==> src/rtl/lenet_pkg.sv <==
// Shared LeNet constants: element width, layer-1 feature-map geometry and
// the sequencer state encoding.
package lenet_pkg;

  localparam int BITWIDTH   = 32;
  localparam int CH1        = 2;
  localparam int H1         = 28;
  localparam int W1         = 28;
  localparam int FM1_SIZE   = CH1 * H1 * W1;
  localparam int FM1_ADDR_W = $clog2(FM1_SIZE);

  typedef enum logic [1:0] {
    IDLE,
    RUN,
    DRAIN,
    DONE
  } seq_state_e;

endpackage

==> src/rtl/relu_out_fifo.sv <==
// Small output skid FIFO of packed {addr, data} entries; a push and a pop in
// the same cycle are both honoured, even when full.
module relu_out_fifo #(
  parameter int DEPTH = 2,
  parameter int W     = 8
) (
  input  logic                         clk,
  input  logic                         rst_n,
  input  logic                         push_i,
  input  logic [W-1:0]                 data_i,
  input  logic                         pop_i,
  output logic [W-1:0]                 head_o,
  output logic                         empty_o,
  output logic [$clog2(DEPTH+1)-1:0]   occ_o
);

  localparam int PTR_W = (DEPTH > 1) ? $clog2(DEPTH) : 1;
  localparam int OCC_W = $clog2(DEPTH + 1);

  logic [DEPTH-1:0][W-1:0] mem_q;
  logic [PTR_W-1:0]        wptr_q, rptr_q;
  logic [OCC_W-1:0]        occ_q;
  logic                    do_push, do_pop;

  function automatic logic [PTR_W-1:0] inc(input logic [PTR_W-1:0] p);
    return (p == PTR_W'(DEPTH - 1)) ? '0 : p + 1'b1;
  endfunction

  assign empty_o = (occ_q == '0);
  assign do_pop  = pop_i && !empty_o;
  assign do_push = push_i && ((occ_q != OCC_W'(DEPTH)) || do_pop);
  assign head_o  = mem_q[rptr_q];
  assign occ_o   = occ_q;

  always_ff @(posedge clk or negedge rst_n) begin
    if (!rst_n) begin
      mem_q  <= '0;
      wptr_q <= '0;
      rptr_q <= '0;
      occ_q  <= '0;
    end else begin
      if (do_push) begin
        mem_q[wptr_q] <= data_i;
        wptr_q        <= inc(wptr_q);
      end
      if (do_pop) rptr_q <= inc(rptr_q);
      occ_q <= occ_q + OCC_W'(do_push) - OCC_W'(do_pop);
    end
  end

endmodule

==> src/rtl/relu_layer_sequencer.sv <==
// Streams a CHANNELS x HEIGHT x WIDTH map from the source buffer through ReLU
// into the destination buffer, with write backpressure and a clamp counter.
module relu_layer_sequencer #(
  parameter int BITWIDTH   = lenet_pkg::BITWIDTH,
  parameter int CHANNELS   = lenet_pkg::CH1,
  parameter int HEIGHT     = lenet_pkg::H1,
  parameter int WIDTH      = lenet_pkg::W1,
  parameter int ADDR_W     = lenet_pkg::FM1_ADDR_W,
  parameter int FIFO_DEPTH = 2
) (
  input  logic                clk,
  input  logic                rst_n,
  input  logic                start,
  output logic                busy,
  output logic                done,
  output logic                rd_en,
  output logic [ADDR_W-1:0]   rd_addr,
  input  logic [BITWIDTH-1:0] rd_data,
  output logic                wr_en,
  input  logic                wr_ready,
  output logic [ADDR_W-1:0]   wr_addr,
  output logic [BITWIDTH-1:0] wr_data,
  output logic [ADDR_W-1:0]   neg_count
);
  import lenet_pkg::*;

  localparam int N     = CHANNELS * HEIGHT * WIDTH;
  localparam int OCC_W = $clog2(FIFO_DEPTH + 1);
  localparam int ENT_W = ADDR_W + BITWIDTH;
  localparam logic [ADDR_W-1:0] LAST = ADDR_W'(N - 1);

  seq_state_e          state_q, state_d;
  logic [ADDR_W-1:0]   rd_cnt_q, rd_cnt_d;
  logic [ADDR_W-1:0]   rd_addr_q;
  logic                inflight_q;
  logic [ADDR_W-1:0]   neg_q, neg_d;
  logic                issue, room, pop, push, fifo_empty, drained;
  logic [OCC_W-1:0]    occ;
  logic [ENT_W-1:0]    head;
  logic [BITWIDTH-1:0] relu;

  assign push = inflight_q;
  assign relu = rd_data[BITWIDTH-1] ? '0 : rd_data;
  assign pop  = wr_en && wr_ready;
  // Reserve a slot for every read still in flight so the FIFO never overflows.
  assign room = (int'(occ) + int'(inflight_q)) < (FIFO_DEPTH + int'(pop));
  // FIFO will be empty after this edge; lets done follow the last write directly.
  assign drained = (occ == '0) || ((occ == OCC_W'(1)) && pop);

  always_comb begin
    state_d  = state_q;
    rd_cnt_d = rd_cnt_q;
    neg_d    = neg_q;
    issue    = 1'b0;
    if (push && rd_data[BITWIDTH-1]) neg_d = neg_q + 1'b1;
    unique case (state_q)
      IDLE: if (start) begin
        state_d  = RUN;
        rd_cnt_d = '0;
        neg_d    = '0;
      end
      RUN: begin
        issue = room;
        if (issue) begin
          rd_cnt_d = rd_cnt_q + 1'b1;
          if (rd_cnt_q == LAST) state_d = DRAIN;
        end
      end
      DRAIN: if (!inflight_q && drained) state_d = DONE;
      DONE:  state_d = IDLE;
      default: state_d = IDLE;
    endcase
  end

  always_ff @(posedge clk or negedge rst_n) begin
    if (!rst_n) begin
      state_q    <= IDLE;
      rd_cnt_q   <= '0;
      rd_addr_q  <= '0;
      inflight_q <= 1'b0;
      neg_q      <= '0;
    end else begin
      state_q    <= state_d;
      rd_cnt_q   <= rd_cnt_d;
      neg_q      <= neg_d;
      inflight_q <= issue;
      if (issue) rd_addr_q <= rd_cnt_q;
    end
  end

  relu_out_fifo #(
    .DEPTH (FIFO_DEPTH),
    .W     (ENT_W)
  ) u_fifo (
    .clk     (clk),
    .rst_n   (rst_n),
    .push_i  (push),
    .data_i  ({rd_addr_q, relu}),
    .pop_i   (pop),
    .head_o  (head),
    .empty_o (fifo_empty),
    .occ_o   (occ)
  );

  assign busy               = (state_q != IDLE);
  assign done               = (state_q == DONE);
  assign rd_en              = issue;
  assign rd_addr            = rd_cnt_q;
  assign wr_en              = !fifo_empty;
  assign {wr_addr, wr_data} = wr_en ? head : '0;
  assign neg_count          = neg_q;

endmodule

==> config.mk <==
export PLATFORM = sky130hd
export DESIGN_NAME = relu_layer_sequencer
export DESIGN_NICKNAME = d
export VERILOG_FILES = /design/src/rtl/lenet_pkg.sv /design/src/rtl/relu_out_fifo.sv /design/src/rtl/relu_layer_sequencer.sv
export SDC_FILE = /design/constraint.sdc
export NUM_CORES = 1
export LEC_CHECK = 0
export ABC_AREA = 1
export CAP_MARGIN = 20
export CELL_PAD_IN_SITES_DETAIL_PLACEMENT = 1
export CELL_PAD_IN_SITES_GLOBAL_PLACEMENT = 2
export CORE_ASPECT_RATIO = 1.4
export CORE_MARGIN = 5
export CORE_UTILIZATION = 33
export DETAILED_ROUTE_END_ITERATION = 6
export PLACE_DENSITY_LB_ADDON = 0.1
export REMOVE_ABC_BUFFERS = 1
export SKIP_CTS_REPAIR_TIMING = 1
export SLEW_MARGIN = 5
export SYNTH_ARGS = -nofsm -noshare
export SYNTH_HDL_FRONTEND = slang
export SYNTH_SLANG_ARGS = --single-unit
==> constraint.sdc <==
create_clock -name clk -period 3.1 [get_ports clk]
set_input_delay 0.465 -clock clk [delete_from_list [all_inputs] [get_ports clk]]
set_output_delay 0.465 -clock clk [all_outputs]
set_load 0.01 [all_outputs]
==> summary.md <==
| Metric | Value |
|---|---|
| Worst setup EP type | `primary output` |
| YS warnings | `0` |
| Placed cell area | `7392 sq um` |
| Diode count | `0` |
| Slowest stage cell, crit path | `clkdlybuf4s50_1` |
| Post-DP HPWL | `12.42 mm` |
| Pleak | `3.810 nW` |
| Clock tree buffer depth | `2` |
| Total GRT Usage | `17.55%` |
| Mapped cell area | `6131 sq um` |
| Worst-Skew Late Latency | `0.41 ns` |
| Die footprint | `21,440 sq um` |
| Final worst-path setup slack | `0.2252 ns` |
| Synth cell types | `30` |
| Seq/Total Area, Yosys | `50.61%` |
| Vias per cell | `4.805` |
| Total grt overflow | `0` |
| Antenna Nets Post-Route | `0` |
| H-Tree Depth | `4` |
| CTS root buf | `clkbuf_16` |
| Wire length per cell | `15.74 um` |
| Initial DRC Count | `235` |
| Rel. slew slack | `65.53%` |
| Worst slew pin tran | `0.5170 ns` |
| Post-synth EDFFs | `0` |
| Pins Over Slew Limit | `0` |
| Met2 global-route usage | `32.71%` |
| Critical-path cell list | `inv_2, nand2_4, inv_1, a21oi_1, clkdlybuf4s50_1` |
| Synth Register Bits | `124` |
| 1st-pass router iterations | `5` |
| WP data arrival | `2.41 ns` |
| Register area | `3104 sq um` |
| Slowest stage delay, CP | `0.58 ns` |
| Crit path kind | `reg -> out` |
| RSZ-0062 raised after global routing | `false` |
| Critical Path RT | `2.63 ns` |
| Endpoints failing setup | `0` |
| First-pass GRT wire length | `30.39 mm` |
| Worst Clk Skew | `0.008773 ns` |
| CP max FO | `34` |
| Place WS | `0.6224 ns` |
| Placed insts | `1,115` |
| Number of global-route vias before repair | `6,118` |
| Minimum clock period | `2.875 ns` |
| Number of CTS-inserted buffers | `17` |
| TritonCTS clock tree | `yes` |
| Final core area utilization | `43.43%` |
| Share of layout cells above drive strength 1 | `6.755%` |
| Power Dens Cells | `929.7 nW/um^2` |
| TNS Setup | `0 ns` |
| Io pins | `105` |
| Largest net degree at the start of global routing | `75` |
| MaxCap Viol Count | `0` |
| Clock-pin slew on the worst setup and hold paths | `0.06 ns` |
| DIE WIDTH | `125.2 um` |
| Final #Nets | `937` |
| Hold crit path type | `in -> async` |
| Total power | `7.452 mW` |
| Drt drc | `0` |
| Initial Utilization | `33.22%` |
| Non-Filler Instances | `1,147` |
| Peak Freq | `347.8 MHz` |
| Hold Slack | `0.4493 ns` |
| Via Count | `5,511` |
| Maximum VDD drop | `0.4332 mV` |
| Num rows | `59` |
| Port bufs | `103` |
| Final Instance Area | `8015 sq um` |
| Area grow syn2layout | `30.73%` |
| Hold Vio Cnt, Final | `0` |
| Area of the multi-input gates | `2409 sq um` |
| Final Cycle Share | `92.74%` |
| GR met1 Demand/Resource | `19.37%` |
| GPL Wtd Cong | `0.7960` |
| Worst Setup Start Kind | `flop` |
| Main synth FF type | `dfrtp_1` |
| Run status | `finished, final reports clean` |
| Gate Count Post-Synth | `797` |
| Core Box Area | `18,460 sq um` |
| # clock sinks | `124` |
| Fill count | `2,235` |
| Antenna violations before repair | `0` |
| Syn Area/Cell | `7.692 sq um` |
| Met3 Use GR | `4.194%` |
| Die span in y | `171.3 um` |
| Most crowded layer after global routing | `met2` |
| WL final | `18.06 mm` |
| Ys async rst share | `100.0%` |
Yosys cell counts (3+ instances only):
cell type    n  area (sq um)
o21ai_1      5         25.02
buf_2       15         75.07
buf_4        4         30.03
nand2_2      5         31.28
ha_1        10         125.1
nand3_1     12         60.06
o21ai_0    100         500.5
dfrtp_1    124          3103
inv_1      108         405.4
xor2_1       5         43.79
nand2_1    249         934.7
nand4_1     11         68.82
a21oi_1     48         240.2
inv_2        6         22.52
nand3_2      3         30.03
nor2_1      58         217.7
clkbuf_1    17         63.81
path summary, 6_finish.rpt:
check / slack, ns / endpoint / startpoint / depth (start not counted)
setup / recovery: 0.23 / wr_addr[4] / u_fifo.occ_o[1] / 5
hold / removal: 0.45 / u_fifo.mem_q[59] / rst_n / 2
setup reg to reg: 0.72 / u_fifo.occ_o[1] / u_fifo.occ_o[1] / 9
hold reg to reg: 0.47 / u_fifo.mem_q[2] / u_fifo.mem_q[2] / 2
max in group asynchronous: 1.88 / u_fifo.mem_q[62] / rst_n / 3
min in group clk: 0.47 / u_fifo.mem_q[2] / u_fifo.mem_q[2] / 2
report_power, final:
part           switching, mW  internal, mW
registers              0.263          2.11
clock network          0.682          1.36
logic                   1.76          1.27
layer usage:
layer | up-vias | wire length (um)
met5 | - | 0
met4 | 0 | 397
met3 | 23 | 647
met2 | 111 | 9372
met1 | 2730 | 7640
li1 | 2647 | -
cells in the final DEF, fill, tap and decap left out, types with 2 or more instances in the layout:
| master | instances |
|---|---|
| nand2_1 | 249 |
| nand2_2 | 5 |
| nand3_2 | 3 |
| a21oi_1 | 48 |
| nand2_4 | 2 |
| clkbuf_8 | 5 |
| buf_12 | 4 |
| clkbuf_1 | 3 |
| ha_1 | 10 |
| bufinv_16 | 3 |
| o21ai_0 | 100 |
| o21ai_1 | 5 |
| nor2_4 | 2 |
| buf_4 | 6 |
| nor2_1 | 58 |
| clkinv_2 | 2 |
| clkbuf_16 | 17 |
| xor2_1 | 5 |
| dfrtp_1 | 123 |
| xnor2_1 | 2 |
| inv_1 | 108 |
| clkdlybuf4s50_1 | 102 |
| nand4_1 | 11 |
| nand3_1 | 12 |
| inv_2 | 6 |
logic make-up (layout without fill, tap and decap cells):
kind of cell	Yosys count	count (layout)	share of synthesized area, %
AND/OR/NAND/NOR	348	348	23.31
AO/OA/AOI/OAI	155	155	12.88
buffers and inverters	152	258	10.10
flip-flops	124	124	50.61
adder cells (fa/ha/maj)	10	10	2.041
XOR/XNOR	7	7	1.000
other	1	1	0.06117
state kept, by name (all words and copies together), names as in the netlist:
register	cells
inflight_q	1
neg_count	11
rd_addr	11
rd_addr_q	11
state_q	2
u_fifo.mem_q	84
u_fifo.occ_o	2
u_fifo.rptr_q	1
u_fifo.wptr_q	1
final cells by class:
cell class                 instances  share of cell area [%]
clock inverter                     6                   1.342
clock buffer                      25                   6.307
sequential                       124                   38.73
multi-input combinational        521                   30.05
tap                              244                   3.809
timing repair buffer             113                   14.42
inverter                         114                   5.339
worst max-delay path: cells and delay by family (launching register included):
| kind | cells | cell delay [ns] |
|---|---|---|
| AOI/OAI and AO/OA | 1 | 0.27 |
| buffers and inverters | 3 | 1.00 |
| DFF | 1 | 0.41 |
| and+or+nand+nor | 1 | 0.32 |
Note: power is estimated with default switching activity, not from simulation.
